$ cat config.mk
export PLATFORM = sky130hd
export DESIGN_NAME = psx_com_tx
export DESIGN_NICKNAME = d
export VERILOG_FILES = /design/src/rtl/psx_com_pkg.sv /design/src/rtl/psx_com_tx.sv
export SDC_FILE = /design/constraint.sdc
export NUM_CORES = 1
export LEC_CHECK = 0
export CAP_MARGIN = 5
export CORE_MARGIN = 10
export CORE_UTILIZATION = 58
export CTS_CLUSTER_DIAMETER = 100
export DETAILED_ROUTE_END_ITERATION = 10
export GPL_TIMING_DRIVEN = 0
export MAX_ROUTING_LAYER = met4
export PLACE_DENSITY = 0.86
export SLEW_MARGIN = 25
export SYNTH_ARGS = -nofsm -noshare
export SYNTH_HDL_FRONTEND = slang
export SYNTH_SLANG_ARGS = --single-unit
$ cat constraint.sdc
create_clock -name clk -period 5.6 [get_ports clk]
set_clock_uncertainty 0.05 [all_clocks]
set_input_delay 1.68 -clock clk [delete_from_list [all_inputs] [get_ports clk]]
set_output_delay 1.68 -clock clk [all_outputs]
set_load 0.01 [all_outputs]
$ cat src/rtl/psx_com_pkg.sv
// Shared definitions for the inter-board link: widths, transmitter states and the
// word-to-beat packing rule used by both ends of the link.
package psx_com_pkg;

   localparam int unsigned COM_W  = 6;
   localparam int unsigned BEATS  = 6;
   localparam int unsigned WORD_W = 32;

   typedef enum logic [1:0] {IDLE, LOW, HIGH, GAP} com_tx_state_t;

   // Beats 0..4 carry the word LSB chunk first; beat 5 carries the top two bits
   // plus even parity over the whole word in bit 5.
   function automatic logic [COM_W-1:0] pack_beat(input logic [WORD_W-1:0] word,
                                                  input logic [2:0]        idx);
      logic [COM_W-1:0] beat;
      case (idx)
         3'd0:    beat = word[5:0];
         3'd1:    beat = word[11:6];
         3'd2:    beat = word[17:12];
         3'd3:    beat = word[23:18];
         3'd4:    beat = word[29:24];
         default: beat = {^word, 3'b000, word[31:30]};
      endcase
      return beat;
   endfunction

endpackage

$ cat src/rtl/psx_com_tx.sv
// Transmit side of the inter-board link: accepts a 32-bit word and serialises it as
// six 6-bit beats framed by com_req, strobed by com_clk.
module psx_com_tx
   import psx_com_pkg::*;
#(
   parameter int unsigned DIV = 25,
   parameter int unsigned GAP = 4
) (
   input  logic        clk,
   input  logic        rst,
   input  logic        in_valid,
   input  logic [31:0] in_data,
   output logic        in_ready,
   output logic [5:0]  com_channel,
   output logic        com_clk,
   output logic        com_req,
   output logic        busy,
   output logic        frame_done
);

   localparam int unsigned CW = $clog2(DIV + 1);
   localparam int unsigned GW = (GAP > 0) ? $clog2(GAP + 1) : 1;

   localparam logic [CW-1:0] DIV_LAST  = CW'(DIV - 1);
   localparam logic [GW-1:0] GAP_LAST  = GW'(GAP - 1);
   localparam logic [2:0]    BEAT_LAST = 3'(BEATS - 1);

   com_tx_state_t      state_q;
   logic [WORD_W-1:0]  word_q;
   logic [CW-1:0]      div_cnt_q;
   logic [GW-1:0]      gap_cnt_q;
   logic [2:0]         beat_q;

   always_ff @(posedge clk or posedge rst) begin
      if (rst) begin
         state_q     <= IDLE;
         word_q      <= '0;
         div_cnt_q   <= '0;
         gap_cnt_q   <= '0;
         beat_q      <= '0;
         in_ready    <= 1'b0;
         com_channel <= '0;
         com_clk     <= 1'b0;
         com_req     <= 1'b0;
         busy        <= 1'b0;
         frame_done  <= 1'b0;
      end else begin
         frame_done <= 1'b0;
         unique case (state_q)
            IDLE: begin
               in_ready <= 1'b1;
               if (in_valid && in_ready) begin
                  word_q      <= in_data;
                  beat_q      <= '0;
                  div_cnt_q   <= '0;
                  state_q     <= LOW;
                  in_ready    <= 1'b0;
                  busy        <= 1'b1;
                  com_req     <= 1'b1;
                  com_channel <= pack_beat(in_data, 3'd0);
               end
            end
            LOW: begin
               if (div_cnt_q == DIV_LAST) begin
                  div_cnt_q <= '0;
                  com_clk   <= 1'b1;
                  state_q   <= HIGH;
               end else begin
                  div_cnt_q <= div_cnt_q + 1'b1;
               end
            end
            HIGH: begin
               if (div_cnt_q == DIV_LAST) begin
                  div_cnt_q <= '0;
                  com_clk   <= 1'b0;
                  if (beat_q == BEAT_LAST) begin
                     com_req     <= 1'b0;
                     com_channel <= '0;
                     frame_done  <= 1'b1;
                     gap_cnt_q   <= '0;
                     if (GAP == 0) begin
                        state_q  <= IDLE;
                        busy     <= 1'b0;
                        in_ready <= 1'b1;
                     end else begin
                        state_q <= psx_com_pkg::GAP;
                     end
                  end else begin
                     // New beat launches on the same edge com_clk falls.
                     beat_q      <= beat_q + 3'd1;
                     com_channel <= pack_beat(word_q, beat_q + 3'd1);
                     state_q     <= LOW;
                  end
               end else begin
                  div_cnt_q <= div_cnt_q + 1'b1;
               end
            end
            psx_com_pkg::GAP: begin
               if (gap_cnt_q == GAP_LAST) begin
                  state_q  <= IDLE;
                  busy     <= 1'b0;
                  in_ready <= 1'b1;
               end else begin
                  gap_cnt_q <= gap_cnt_q + 1'b1;
               end
            end
            default: state_q <= IDLE;
         endcase
      end
   end

endmodule

==> results.yml, run 1 <==
die:
  start_util_pct: 60.2
  die-height_um: 93.0
  die_area_um2: 8660
  core_area_um2: 5140
  pin_count: 46
  rows: 26
  die-width_um: 93.0
finish:
  syn_to_final_growth_pct: 21.0
  fill_cells: 409
  layout_common_cells: "dfrtp_1 (56), clkdlybuf4s50_1 (45), nand2_1 (28), mux2_1 (28), xnor2_1 (27)"
  fin_nets: 396
  layout-drive-gt1-share_pct: 7.16
  diodes: 0
  final_common_cell: "dfrtp_1"
setup_path:
  r2r-start: "beat_q[0]$_DFFE_PP0P_"
  cp.arrival_ps: 3160
  path_max_fanout: 10
  cp_slowest_stage_delay_ps: 510
  regToRegSetupSlack_ps: 3360
  cp_cell_sequence: "clkdlybuf4s50_1 -> nand3_1 -> buf_2 -> mux2_1"
  endpoint_kind: "flop"
  cpMaxStageDelayCell: "clkdlybuf4s50_1"
  critPathRequiredTime_ps: 5730
  critPathKind: "primary input to flop"
  cp.buffers_inverters: 2
  cpLargestDelayFamily: "buffers and inverters"
  start_kind: "primary input"
  critPathLaunch: "in_valid"
place:
  dp_hpwl_um: 5220
  portBuffers: 45
  place.gp.congestion: 0.914
sta:
  fin_tns_setup_ps: 0
  rsz0062_at_grt: "no"
  setup_viol: 0
  period_needed_ps: 3030
  worst_pin_slew_ps: 511
  finalHoldViolations: 0
  worst_hold_slack_ps: 448
  fin_crit_sh_pct: 54.1
  maxSlewHeadroom_pct: 66.0
  fmax_mhz: 330
  slew_viol_final: 0
route:
  drc: 0
  drtAntennaViolNets: 0
  drtIter0Drc: 245
  drt-wirelength-per-cell_um: 16.6
  first_pass_iters: 5
  viasPerCell: 5.79
  wirelength_um: 6960
  vias: 2426
status:
  outcome: "finished, final reports clean"
synth:
  ys_warn_count: 0
  ys_seq_area_share_pct: 45.3
  yosys_most_used_dff: "dfrtp_1"
  synthDistinctLibCells: 41
  syn-num-nets: 343
  syn_area_um2: 3090
  yosys_register_bits: 56
  netlist_instances: 295
  synth_edf_count: 0
  avgSynthCellArea_um2: 10.5
  async_reset_ff_share_pct: 100
global_route:
  grt_start_max_net_pins: 30
  overflow: 0
  grt_pass1_vias: 2445
  antenna_found_initial: 0
  grt_usage_pct: 16.8
  grt_first_pass_wirelength_um: 11600
clock_tree:
  cts.hold.buffers_added: 0
  postCtsSetupBuffers: 0
  path_clk_slew_ps: 90
  h-tree-depth: 2
  cts_root_buf: "clkbuf_8"
  ctsResizeCount: 0
  cts_buffers: 5
  clockBufferDepth: 2
  clkLatencyLatePin_ps: 310
  cts_tree: "yes"
  cts.sinks: 56
job:
  drv_cap: 0
worst_hold_path:
  hp-class: "flop to flop"
  min-delay-start: "gap_cnt_q[2]$_DFFE_PP0P_"
pwr:
  ir_worst_vdd_v: 0.000131
  p_leak_nw: 1.71
  powerDensity_nw_per_um2: 178
## Yosys cell counts (all sizes together), types with 4 or more instances
master / instances / share of area, %
inv: 11 / 1.3
a31oi: 6 / 1.2
buf: 10 / 1.6
xnor2: 27 / 7.6
o21ai: 22 / 3.6
nand2: 28 / 3.4
a22o: 4 / 1.1
ha: 13 / 5.3
nor2b: 5 / 1.0
mux2: 34 / 12
a21oi: 20 / 3.6
dfrtp: 56 / 45
nand3: 9 / 1.5
nor2: 8 / 0.97
nand2b: 8 / 1.6
xor2: 4 / 1.1
## registers in the layout (all words and copies together) (netlist names)
signal and count:
word_q 32, frame_done 1, gap_cnt_q 3, com_channel 6, in_ready 1, div_cnt_q 5, com_req 1, beat_q 3
state_q 2, busy 1, com_clk 1
## worst paths after layout
path | end | depth (start not counted)
min in group asynchronous | com_channel[5]$_DFFE_PP0P_ | 2
min | gap_cnt_q[2]$_DFFE_PP0P_ | 2
max reg2reg | com_channel[0]$_DFFE_PP0P_ | 7
max in group asynchronous | word_q[5]$_DFFE_PP0P_ | 3
max | word_q[4]$_DFFE_PP0P_ | 4
min reg2reg | gap_cnt_q[2]$_DFFE_PP0P_ | 2
## stage by stage
stage	std cells	instance area, um^2	power (mW)	util [%]	worst slack, ps
finish	419	3740	0.666	72.9	2570
global route	419	3740	0.689	72.9	2540
CTS	419	3740	0.670	72.9	2570
detailed placement	411	3650	0.450	71.1	2260
global placement	410	3630	0.447	70.7	1490
floorplan	295	3090	0.420	-	2500
## power breakdown
part	internal, mW	switching, mW	total, mW	leakage [nW]
clock network	0.101	0.123	0.225	0.0455
logic	0.0234	0.0135	0.0369	0.893
registers	0.404	0	0.404	0.768
total	0.529	0.137	0.666	1.71
## tightest hold or removal path, cell delays in order (launching register included)
cell,delay (ps)
dfrtp_1,350
nand2_1,50
o21ai_1,60
## cell families after synthesis
logic type,count (synthesis),share of synthesized area [%]
adder cells (fa/ha/maj),13,5.26
flip-flops,56,45.3
AO/OA/AOI/OAI,71,14.6
XOR/XNOR,31,8.77
multiplexers,34,12.4
AND/OR/NAND/NOR,67,10.6
buffers and inverters,23,3.15
## metal layers
layer	track usage, %	wire length [um]	vias to the layer above
met5	-	0	-
met1	20.8	3040	1187
met2	27.6	3460	85
met3	3.36	380	12
met4	4.37	82	0
li1	-	-	1142
## layout make-up
cell class	instances	area [um^2]	share of cell area, %
buffer	12	56.3	1.50
clock buffer	8	90.1	2.41
inverter	11	43.8	1.17
multi-input combinational	216	1600	42.6
sequential	56	1400	37.4
tap	70	87.6	2.34
timing repair buffer	46	470	12.6
No activity file was read; power rests on OpenSTA's default activity.
==> run 2: changes to the inputs <==
--- a/config.mk
+++ b/config.mk
@@ -7,12 +7,12 @@
 export LEC_CHECK = 0
 export CAP_MARGIN = 5
 export CORE_MARGIN = 10
-export CORE_UTILIZATION = 58
+export CORE_UTILIZATION = 54
 export CTS_CLUSTER_DIAMETER = 100
 export DETAILED_ROUTE_END_ITERATION = 10
 export GPL_TIMING_DRIVEN = 0
 export MAX_ROUTING_LAYER = met4
-export PLACE_DENSITY = 0.86
+export PLACE_DENSITY = 0.81
 export SLEW_MARGIN = 25
 export SYNTH_ARGS = -nofsm -noshare
 export SYNTH_HDL_FRONTEND = slang
==> constraint.sdc (replaced) <==
create_clock -name clk -period 2.95 [get_ports clk]
set_clock_uncertainty 0.05 [all_clocks]
set_input_delay 0.885 -clock clk [delete_from_list [all_inputs] [get_ports clk]]
set_output_delay 0.885 -clock clk [all_outputs]
set_load 0.01 [all_outputs]
==> results.yml, run 2 (synthesized netlist as in run 1, its figures left out) <==
status:
  outcome: "finished, final reports clean"
route:
  drt-wirelength-per-cell_um: 16.5
  dr.max_layer_used: "met4"
  drtIter0Drc: 133
  met1_length_um: 3130
  vias: 2396
  first_pass_iters: 4
  met3WireLength_um: 308
  drc: 0
  viasPerCell: 5.69
  wirelength_um: 6960
  drtAntennaViolNets: 0
  dr_wl_met2_um: 3410
finish:
  layout-drive-gt1-share_pct: 7.74
  fill_cells: 445
  final_common_cell: "dfrtp_1"
  largest_register_ffs: 32
  reg_top3: "word_q: 32 flops, com_channel: 6 flops, div_cnt_q: 5 flops"
  layout_common_cells: "dfrtp_1 (56), clkdlybuf4s50_1 (45), nand2_1 (28), mux2_1 (28), xnor2_1 (27)"
  fin_nets: 396
  regMostFlops: "word_q"
  syn_to_final_growth_pct: 22.3
  diodes: 0
die:
  rows: 27
  start_util_pct: 55.8
  die-width_um: 95.7
  pin_count: 46
  core_area_um2: 5540
  die-height_um: 95.7
  die_area_um2: 9160
clock_tree:
  ctsResizeCount: 0
  cts.sinks: 56
  cts_root_buf: "clkbuf_8"
  cts_buffers: 5
  clkLatencyLatePin_ps: 310
  h-tree-depth: 2
  cts.hold.buffers_added: 0
  cts_tree: "yes"
  clockBufferDepth: 2
  path_clk_slew_ps: 90
  postCtsSetupBuffers: 0
setup_path:
  reg2reg_depth: 7
  critPathKind: "flop to output port"
  endpoint_kind: "output port"
  path_max_fanout: 5
  r2r-start: "beat_q[0]$_DFFE_PP0P_"
  r2r_end: "com_channel[0]$_DFFE_PP0P_"
  cp.buffers_inverters: 1
  cp.arrival_ps: 1290
  cpMaxStageDelayCell: "clkdlybuf4s50_1"
  start_kind: "flop"
  cp_slowest_stage_delay_ps: 560
  cp_cell_sequence: "clkdlybuf4s50_1"
  cpLargestDelayFamily: "buffers and inverters"
  critPathRequiredTime_ps: 2020
  regToRegSetupSlack_ps: 790
global_route:
  grt_first_pass_wirelength_um: 11400
  grt_usage_pct: 16.0
  grt_start_max_net_pins: 30
  grt_pass1_vias: 2406
  antenna_found_initial: 0
  overflow: 0
sta:
  fin_crit_sh_pct: 75.4
  period_needed_ps: 2220
  setup_viol: 0
  finalHoldViolations: 0
  maxSlewHeadroom_pct: 65.3
  worst_slack_ps: 726
  worst_pin_slew_ps: 520
  fmax_mhz: 450
  fin_tns_setup_ps: 0
  slew_viol_final: 0
  rsz0062_at_grt: "no"
place:
  dpl_worst_slack_ps: 407
  portBuffers: 45
  dp_hpwl_um: 5360
  place.gp.congestion: 0.859
pwr:
  powerDensity_nw_per_um2: 365
  p_leak_nw: 1.72
  ir_worst_vdd_v: 0.000297
  total_power_mw: 1.38
worst_hold_path:
  hp-class: "flop to flop"
  hold_depth: 2
  min-delay-start: "gap_cnt_q[2]$_DFFE_PP0P_"
  hold_end: "gap_cnt_q[2]$_DFFE_PP0P_"
job:
  drv_cap: 0
## run 2: cell types whose count changed in the layout (fill, tap and decap cells not counted)
cell and delta:
clkbuf_1 -2, bufinv_16 +1, clkbuf_8 +1
## run 2: final cells by class
type                       instances  area (um^2)  area share [%]
clock buffer                       7         96.3            2.55
inverter                          11         43.8            1.16
multi-input combinational        216         1600            42.2
buffer                            12         56.3            1.49
tap                               72         90.1            2.38
sequential                        56         1400            37.0
clock inverter                     1         30.0           0.794
timing repair buffer              46          470            12.4
## run 2: per-stage QoR
step	hold WS, ps	instances	utilization [%]	area [um^2]
after floorplan	406	295	-	3090
after CTS	448	421	68.3	3780
after detailed placement	427	413	66.0	3660
after global placement	422	412	65.6	3630
after global routing	485	421	68.3	3780
final	443	421	68.3	3780
## run 2: how the worst max path moves through the flow
| stage | startpoint | slack [ps] | cells after the start | end |
|---|---|---|---|---|
| after floorplan | rst | 640 | 1 | beat_q[0]$_DFFE_PP0P_ |
| after global placement | rst | -360 | 2 | word_q[25]$_DFFE_PP0P_ |
| after detailed placement | in_valid | 410 | 4 | word_q[2]$_DFFE_PP0P_ |
| after CTS | in_ready$_DFFE_PP0P_ | 710 | 1 | in_ready |
| after global routing | beat_q[0]$_DFFE_PP0P_ | 640 | 8 | com_channel[4]$_DFFE_PP0P_ |
| final | in_ready$_DFFE_PP0P_ | 730 | 1 | in_ready |
## run 2: routing by layer
layer  up-vias  track usage [%]
li1       1141                -
met1      1170             19.7
met2        70             25.7
met3        15             3.58
met4         0             4.79
met5         -                -
## run 2: report_power, final
part | internal, mW | total (mW) | leakage (nW) | switching [mW]
registers | 0.767 | 0.767 | 0.768 | 0
logic | 0.0445 | 0.0697 | 0.893 | 0.0252
clock network | 0.300 | 0.545 | 0.0645 | 0.245
